**src/rtl/registered_decrementer32_if.sv**
```systemverilog
// Operand/result handshake bundle for registered_decrementer32.
// master = upstream/downstream environment, slave = the decrementer.
interface registered_decrementer32_if #(
  parameter int WIDTH = 32
);
  logic             in_valid;
  logic             in_ready;
  logic [WIDTH-1:0] in_sum;
  logic [WIDTH-1:0] in_inc;
  logic             out_valid;
  logic             out_ready;
  logic [WIDTH-1:0] out_data;
  logic             out_borrow;

  modport master (
    output in_valid, in_sum, in_inc, out_ready,
    input  in_ready, out_valid, out_data, out_borrow
  );

  modport slave (
    input  in_valid, in_sum, in_inc, out_ready,
    output in_ready, out_valid, out_data, out_borrow
  );
endinterface

```
**src/rtl/registered_decrementer32.sv**
```systemverilog
// Recovers the original operand (sum - inc) through an operand register (S1)
// feeding a 2-entry result FIFO; optional clamp-to-zero on borrow.
module registered_decrementer32 #(
  parameter int WIDTH    = 32,
  parameter bit SATURATE = 1'b0
) (
  input  logic                      CLK,
  input  logic                      RESET,
  registered_decrementer32_if.slave bus,
  output logic [15:0]               count
);
  logic             s1_valid_q, s1_valid_d;
  logic [WIDTH-1:0] s1_sum_q, s1_sum_d;
  logic [WIDTH-1:0] s1_inc_q, s1_inc_d;
  logic             rd_ptr_q, rd_ptr_d;
  logic             wr_ptr_q, wr_ptr_d;
  logic [1:0]       occ_q, occ_d;
  logic [15:0]      count_q, count_d;

  logic             out_valid;
  logic             push;
  logic             pop;
  logic             drain;
  logic [WIDTH-1:0] diff;
  logic             wr_borrow;
  logic [WIDTH-1:0] wr_data;
  logic [WIDTH-1:0] head_data;
  logic             head_borrow;

  // Room exists whenever S1 plus FIFO hold fewer than three results in flight.
  assign bus.in_ready = !RESET && (({2'b00, s1_valid_q} + {1'b0, occ_q}) < 3'd3);
  assign out_valid    = (occ_q != 2'd0);
  assign push         = bus.in_valid && bus.in_ready;
  assign pop          = out_valid && bus.out_ready;
  assign drain        = s1_valid_q && ((occ_q != 2'd2) || pop);

  assign diff      = s1_sum_q - s1_inc_q;
  assign wr_borrow = (s1_inc_q > s1_sum_q);
  assign wr_data   = (SATURATE && wr_borrow) ? '0 : diff;

  genvar gi;
  generate
    for (gi = 0; gi < 2; gi++) begin : g_entry
      logic [WIDTH-1:0] data_q;
      logic             borrow_q;
      always_ff @(posedge CLK) begin
        if (drain && (wr_ptr_q == 1'(gi))) begin
          data_q   <= wr_data;
          borrow_q <= wr_borrow;
        end
      end
    end
  endgenerate

  assign head_data   = rd_ptr_q ? g_entry[1].data_q   : g_entry[0].data_q;
  assign head_borrow = rd_ptr_q ? g_entry[1].borrow_q : g_entry[0].borrow_q;

  assign bus.out_valid  = out_valid;
  assign bus.out_data   = out_valid ? head_data : '0;
  assign bus.out_borrow = out_valid && head_borrow;
  assign count          = count_q;

  always_comb begin
    s1_valid_d = s1_valid_q;
    s1_sum_d   = s1_sum_q;
    s1_inc_d   = s1_inc_q;
    if (push) begin
      s1_valid_d = 1'b1;
      s1_sum_d   = bus.in_sum;
      s1_inc_d   = bus.in_inc;
    end else if (drain) begin
      s1_valid_d = 1'b0;
    end
    // occupancy stays in 0..2: a drain at 2 is only allowed alongside a pop
    occ_d    = occ_q + {1'b0, drain} - {1'b0, pop};
    wr_ptr_d = wr_ptr_q ^ drain;
    rd_ptr_d = rd_ptr_q ^ pop;
    count_d  = count_q + {15'd0, pop};
  end

  always_ff @(posedge CLK) begin
    if (RESET) begin
      s1_valid_q <= 1'b0;
      s1_sum_q   <= '0;
      s1_inc_q   <= '0;
      occ_q      <= 2'd0;
      wr_ptr_q   <= 1'b0;
      rd_ptr_q   <= 1'b0;
      count_q    <= 16'd0;
    end else begin
      s1_valid_q <= s1_valid_d;
      s1_sum_q   <= s1_sum_d;
      s1_inc_q   <= s1_inc_d;
      occ_q      <= occ_d;
      wr_ptr_q   <= wr_ptr_d;
      rd_ptr_q   <= rd_ptr_d;
      count_q    <= count_d;
    end
  end
endmodule

```
**src/flat_wrapper.sv**
```systemverilog
// flat-port wrapper written by rule: the top's interface ports become plain ports
module registered_decrementer32_flat 
#(
  parameter int WIDTH    = 32,
  parameter bit SATURATE = 1'b0
)
  (CLK, RESET, count, bus_in_valid, bus_in_sum, bus_in_inc, bus_out_ready, bus_in_ready, bus_out_valid, bus_out_data, bus_out_borrow);
  registered_decrementer32_if #(.WIDTH(WIDTH)) bus_i ();
  input  logic CLK;
  input  logic RESET;
  output logic [15:0] count;
  input wire logic [$bits(bus_i.in_valid)-1:0] bus_in_valid;
  input wire logic [$bits(bus_i.in_sum)-1:0] bus_in_sum;
  input wire logic [$bits(bus_i.in_inc)-1:0] bus_in_inc;
  input wire logic [$bits(bus_i.out_ready)-1:0] bus_out_ready;
  output wire logic [$bits(bus_i.in_ready)-1:0] bus_in_ready;
  output wire logic [$bits(bus_i.out_valid)-1:0] bus_out_valid;
  output wire logic [$bits(bus_i.out_data)-1:0] bus_out_data;
  output wire logic [$bits(bus_i.out_borrow)-1:0] bus_out_borrow;
  assign bus_i.in_valid = bus_in_valid;
  assign bus_i.in_sum = bus_in_sum;
  assign bus_i.in_inc = bus_in_inc;
  assign bus_i.out_ready = bus_out_ready;
  assign bus_in_ready = bus_i.in_ready;
  assign bus_out_valid = bus_i.out_valid;
  assign bus_out_data = bus_i.out_data;
  assign bus_out_borrow = bus_i.out_borrow;
  registered_decrementer32 #(.WIDTH(WIDTH), .SATURATE(SATURATE)) u_core (.CLK(CLK), .RESET(RESET), .bus(bus_i), .count(count));
endmodule
```
**config.mk**
```make
export PLATFORM = sky130hd
export DESIGN_NAME = registered_decrementer32_flat
export DESIGN_NICKNAME = d
export VERILOG_FILES = /design/src/rtl/registered_decrementer32_if.sv /design/src/rtl/registered_decrementer32.sv /design/src/flat_wrapper.sv
export SDC_FILE = /design/constraint.sdc
export NUM_CORES = 1
export LEC_CHECK = 0
export BUFFER_PORTS_ARGS = -buffer_cell sky130_fd_sc_hd__buf_2
export CAP_MARGIN = 0
export CORE_ASPECT_RATIO = 1.75
export CORE_MARGIN = 3
export CORE_UTILIZATION = 57
export DETAILED_ROUTE_END_ITERATION = 6
export HOLD_SLACK_MARGIN = 0.05
export PLACE_DENSITY = 0.9
export SLEW_MARGIN = 20
export SYNTH_ARGS = -nofsm -noshare
export SYNTH_HDL_FRONTEND = slang
export SYNTH_SLANG_ARGS = --single-unit
```
**constraint.sdc**
```tcl
create_clock -name CLK -period 3.4 [get_ports CLK]
set_input_delay 0.17 -clock CLK [delete_from_list [all_inputs] [get_ports CLK]]
set_output_delay 0.17 -clock CLK [all_outputs]
set_load 0.05 [all_outputs]
```
; After elaboration in Yosys (flattened, before gate mapping)
; Cells that the tools add are included.
[word_totals]
output_inout_bits = 51
regBits = 151
[classes]
order_cmp = 2
n_eq_ne = 1
reduce_logical = 11
n_mux = 5
bitwise = 3
n_addsub = 5
[op_table]
columns = operator, n
row1 = $mux 32, 2
row2 = $gt 32x32->1, 1
row3 = $sub 32x32->32, 1
row4 = $add 16x1->16, 1
row5 = $logic_and 1x1->1, 7
row6 = $reduce_bool 2->1, 2
row7 = $add 1x2->3, 1
row8 = $lt 3x2->1 const B, 1
row9 = $mux 1, 3
row10 = $add 2x1->2, 1
row11 = $ne 2x2->1 const B, 1
row12 = $sub 2x1->2, 1
row13 = $xor 1x1->1, 2
row14 = $logic_not 1->1, 1
row15 = $logic_or 1x1->1, 1
row16 = $not 1->1, 1

; Longest topological paths before layout
[depth]
word_depth = 6
ltp_mapped = 12
mapped_depth_nobuf = 11

; Worst setup path after synthesis
; Ideal clock, no wire load.
[synth_path]
path_kind = register to register
from = reg u_core.occ_q[0]
to = reg u_core.s1_inc_q[0]
t_required_ps = 3341
slack_ps = 327
setup_ps = 59
path_stages_with_launch = 10
arrival_time_ps = 3014
period_less_slack_ps = 3073
path_cell_list = dfxtp_1 -> ha_1 -> ha_1 -> a211oi_1 -> and2_1 -> clkbuf_1 -> buf_2 -> buf_2 -> nand2_1 -> nand2_1
[synth_via]
elab_chain_cells = 4
[synth_lines]
columns = element, line
row1 = "start, declared", registered_decrementer32.sv:17  ; logic [1:0] occ_q, occ_d;
row2 = "start signal, assigned", registered_decrementer32.sv:86  ; occ_q <= 2'd0;
row3 = "start signal, assigned", registered_decrementer32.sv:94  ; occ_q <= occ_d;
row4 = $add 1x2->3, registered_decrementer32.sv:31  ; assign bus.in_ready = !RESET && (({2'b00, s1_valid_q} + {1'b0, occ_q}) < 3'd3);
row5 = $lt 3x2->1, registered_decrementer32.sv:31
row6 = $logic_and 1x1->1, registered_decrementer32.sv:31
row7 = named net bus_in_ready, flat_wrapper.sv:16  ; output wire logic [$bits(bus_i.in_ready)-1:0] bus_in_ready;
row8 = $logic_and 1x1->1, registered_decrementer32.sv:33  ; assign push = bus.in_valid && bus.in_ready;
row9 = "end signal, assigned", registered_decrementer32.sv:93  ; s1_inc_q <= s1_inc_d;
row10 = "end, declared", registered_decrementer32.sv:14  ; logic [WIDTH-1:0] s1_inc_q, s1_inc_d;
; The timed path passes the listed nets, and every way through them passes these cells.
; A chain may end at the register's enable or synchronous reset.

; Worst setup path in the final report
[layout_path]
from = reg u_core.s1_sum_q[0]
to = reg u_core.g_entry[0].data_q[30] (data pin)
[layout_via]
elab_chain_cells = 1
[layout_lines]
columns = element, line
row1 = "start, declared", registered_decrementer32.sv:13  ; logic [WIDTH-1:0] s1_sum_q, s1_sum_d;
row2 = "start signal, assigned", registered_decrementer32.sv:92  ; s1_sum_q <= s1_sum_d;
row3 = $sub 32x32->32, registered_decrementer32.sv:37  ; assign diff = s1_sum_q - s1_inc_q;
row4 = named net u_core.diff[30], registered_decrementer32.sv:24  ; logic [WIDTH-1:0] diff;
row5 = "end signal, assigned", registered_decrementer32.sv:48  ; data_q <= wr_data;
row6 = "end, declared", registered_decrementer32.sv:44  ; logic [WIDTH-1:0] data_q;
; The timed path passes the listed nets, and every way through them passes these cells.

==> key figures <==
Detailed routing
  – Drt first-iter violations: 324
  – Post-route ant nets: 0
  – Drt first pass iters: 5
  – Drt drc: 0
  – DR WL/cell: 16.6 um
  – Via-to-Cell Ratio: 5.62
  – Detailed-route via count: 6,274
  – Final WL: 18,600 um

Yosys
  – EDFF count, synth: 66
  – Yosys top cell area share: 26.1%
  – Yosys top cell by area: edfxtp_1
  – FFs w/ async S/R, synth: 0%
  – Synth cell types: 60
  – Synth Warn #: 0
  – Most frequent cells after synthesis: 128 x nand2_1, 85 x dfxtp_1, 66 x edfxtp_1
  – Synth top area cells: edfxtp_1 26%, dfxtp_1 22%, ha_1 6.6%, nand2_1 6.3%, mux2i_1 4.4%
  – Synthesized Nets: 872
  – Leading cell type by number of instances after synthesis: nand2_1
  – Avg Cell Area, Syn: 9.94 sq um
  – Post-synthesis cell area: 7580 sq um
  – Share of the yosys chip area belonging to registers: 48.6%
  – Syn Inst Count: 763
  – Post-synthesis register bit count: 151
  – Dominant synthesized flop cell: dfxtp_1

Placed design
  – Port Buffers: 118
  – Setup WS pre-CTS: 0.849 ns
  – Hpwl dp: 11,900 um
  – Routability Congestion: 0.917
  – Placed Area: 8260 sq um

Flow run
  – Max Cap Violations: 0

Power
  – Logic gate share of total power: 41.8%
  – Maximum VDD drop: 0.477 mV
  – Internal power: 4350 uW
  – Switch share: 40.4%
  – Seq pwr share: 33.7%
  – Leakage Power: 0.00406 uW
  – Cell Pwr Density: 771 nW/um^2
  – P_sw: 2950 uW
  – Clock share of power: 24.6%
  – Pwr Total: 7300 uW

Min path
  – WHS Endpoint: u_core.s1_valid_q
  – Hold path cells: 4
  – Worst hold-check path type: in -> reg
  – Hold path start: bus_out_ready

STA
  – Clk_skew: 0.0146 ns
  – Final Hold Fails: 0
  – Worst-margin pin slew: 1.06 ns
  – Final setup violation count: 0
  – Max Fclk: 0.384 GHz
  – Slew HR: 29.0%
  – PnR worst setup slack: 0.794 ns
  – Final Cycle Share: 76.6%
  – RSZ-0062 raised after global routing: no
  – Min cycle time layout: 2.61 ns
  – TNS Setup: 0 ns
  – Max-slew violations: 0

Critical path
  – Reg-to-reg endpoint: u_core.g_entry[0].data_q[30]
  – Crit start category: register
  – CP required: 3.55 ns
  – Worst stage delay on the critical path: 0.42 ns
  – R2r setup slk: 0.79 ns
  – CP Capture Type: register
  – Bufs and invs on worst path: 1
  – CP max stage cell: fa_1
  – Worst r2r path cells: 10
  – WS Path Type: reg -> reg
  – Max FO, Critical Path: 4
  – Top Family by Delay on Critical Path: compound AO/OA/AOI/OAI gates
  – Reg-to-Reg Start: u_core.s1_sum_q[0]
  – Critical path origin: u_core.s1_sum_q[0]
  – Crit-path cells: inv_1, ha_1, fa_1, nor2b_2, o211ai_1, a31oi_4, a41oi_2, o211ai_4, a21oi_2, xnor2_1
  – Crit path DAT: 2.76 ns

Clock network
  – Post-cts sizing count: 0
  – Setup Buffers After CTS: 0
  – CTS Buf Count: 17
  – CTS root buf: clkbuf_16
  – Skew-Pair Late Insertion Delay: 0.42 ns
  – # hold bufs at CTS: 64
  – CTS max path bufs: 2
  – Clock Pin Slew Worst Setup and Hold Paths: 0.06 ns
  – H-tree depth: 4
  – Clock Sinks: 151
  – CTS tree: yes

Finish
  – # diodes: 0
  – Cell area after layout: 9470 sq um
  – Nets: 1,042
  – Area growth syn-to-layout: 24.8%
  – Share of layout cells above drive strength 1: 18.4%

Global routing
  – Wire length of the first global-routing pass: 30,100 um
  – Met2 usage: 46.8%
  – Initial antenna violation count: 0
  – Gr usage total: 25.9%
  – Number of global-route vias before repair: 6,231
  – Largest net degree at the start of global routing: 86
  – Gr busiest metal: met2
  – Met1 usage: 29.3%
  – M3 GR Usage: 4.82%
  – Gr ovfl total: 0

Floorplan
  – # IOs: 119
  – Die width: 93.2 um
  – Core area: 13,000 sq um
  – Row cnt: 55
  – Die Ht: 159 um
  – Die area: 14,800 sq um
  – Initial Util: 58.3%

Status
  – Outcome: completed
==> how the worst max path moves through the flow <==
| stage | end | slack, ns | depth (start not counted) |
|---|---|---|---|
| after floorplan | u_core.s1_inc_q[0] | 0.33 | 9 |
| after global placement | u_core.g_entry[0].data_q[26] | 0.93 | 10 |
| after detailed placement | u_core.g_entry[1].data_q[30] | 0.85 | 10 |
| after CTS | u_core.g_entry[0].data_q[30] | 0.81 | 10 |
| after global routing | u_core.g_entry[1].data_q[26] | 0.70 | 10 |
| final | u_core.g_entry[0].data_q[30] | 0.79 | 10 |
==> layout by cell type (no fill, tap or decap), drive strengths merged, types with 5 or more instances in the layout <==
| master | n |
|---|---|
| nand2b | 5 |
| dfxtp | 85 |
| dlygate4sd3 | 64 |
| nand3 | 11 |
| edfxtp | 66 |
| nor2b | 9 |
| nand3b | 31 |
| o31ai | 33 |
| and2 | 6 |
| nand4 | 6 |
| o21ai | 22 |
| buf | 124 |
| ha | 40 |
| inv | 48 |
| xor2 | 19 |
| nor2 | 61 |
| xnor2 | 23 |
| a21oi | 39 |
| clkbuf | 24 |
| o211ai | 5 |
| mux2i | 33 |
| a21o | 15 |
| nand2 | 128 |
==> layer usage <==
layer	share of wire [%]	wire, um
met5	0	0
met4	3.5	648
met3	5.8	1080
met2	53	9780
met1	38	7050
==> power by group through the flow <==
stage	combinational (uW)	clock [uW]	sequential [uW]
after floorplan	2350	0	2410
after global placement	2860	0	2470
after detailed placement	2920	0	2490
after CTS	3010	1820	2460
after global routing	3300	1890	2480
final	3050	1790	2460
==> sequential cells by signal (all words and copies together), names as in the netlist <==
signal / flops
u_core.count: 16
u_core.s1_sum_q: 32
u_core.occ_q: 2
u_core.g_entry.data_q: 64
u_core.s1_valid_q: 1
u_core.wr_ptr_q: 1
u_core.g_entry.borrow_q: 2
u_core.s1_inc_q: 32
u_core.rd_ptr_q: 1
==> final cells by class <==
| class | count | area (sq um) |
|---|---|---|
| fill | 839 | 3540 |
| tap | 171 | 214 |
| inverter | 43 | 161 |
| timing repair buffer | 188 | 1290 |
| multi-input combinational | 532 | 3550 |
| clock buffer | 24 | 515 |
| sequential | 151 | 3680 |
| clock inverter | 8 | 55.1 |
==> stage by stage <==
stage                     utilization (%)  hold slack (ns)  instances
after CTS                            72.8            0.104       1117
after global routing                 72.8            0.120       1117
after global placement               63.5            0.355       1021
after floorplan                         -            0.269        763
final                                72.8            0.104       1117
after detailed placement             63.5            0.357       1021
==> tightest hold or removal path: stages <==
cell      delay, ns
buf_2          0.10
nor2_1         0.05
nand4b_1       0.09
nand2_1        0.06
==> cell families after synthesis <==
family / share of synthesized area [%]
adder cells (fa/ha/maj): 6.86
multiplexers: 4.36
flip-flops: 48.6
AND/OR/NAND/NOR: 17.0
XOR/XNOR: 4.85
buffers and inverters: 4.72
AO/OA/AOI/OAI: 13.6
Note: power is estimated with default switching activity, not from simulation.
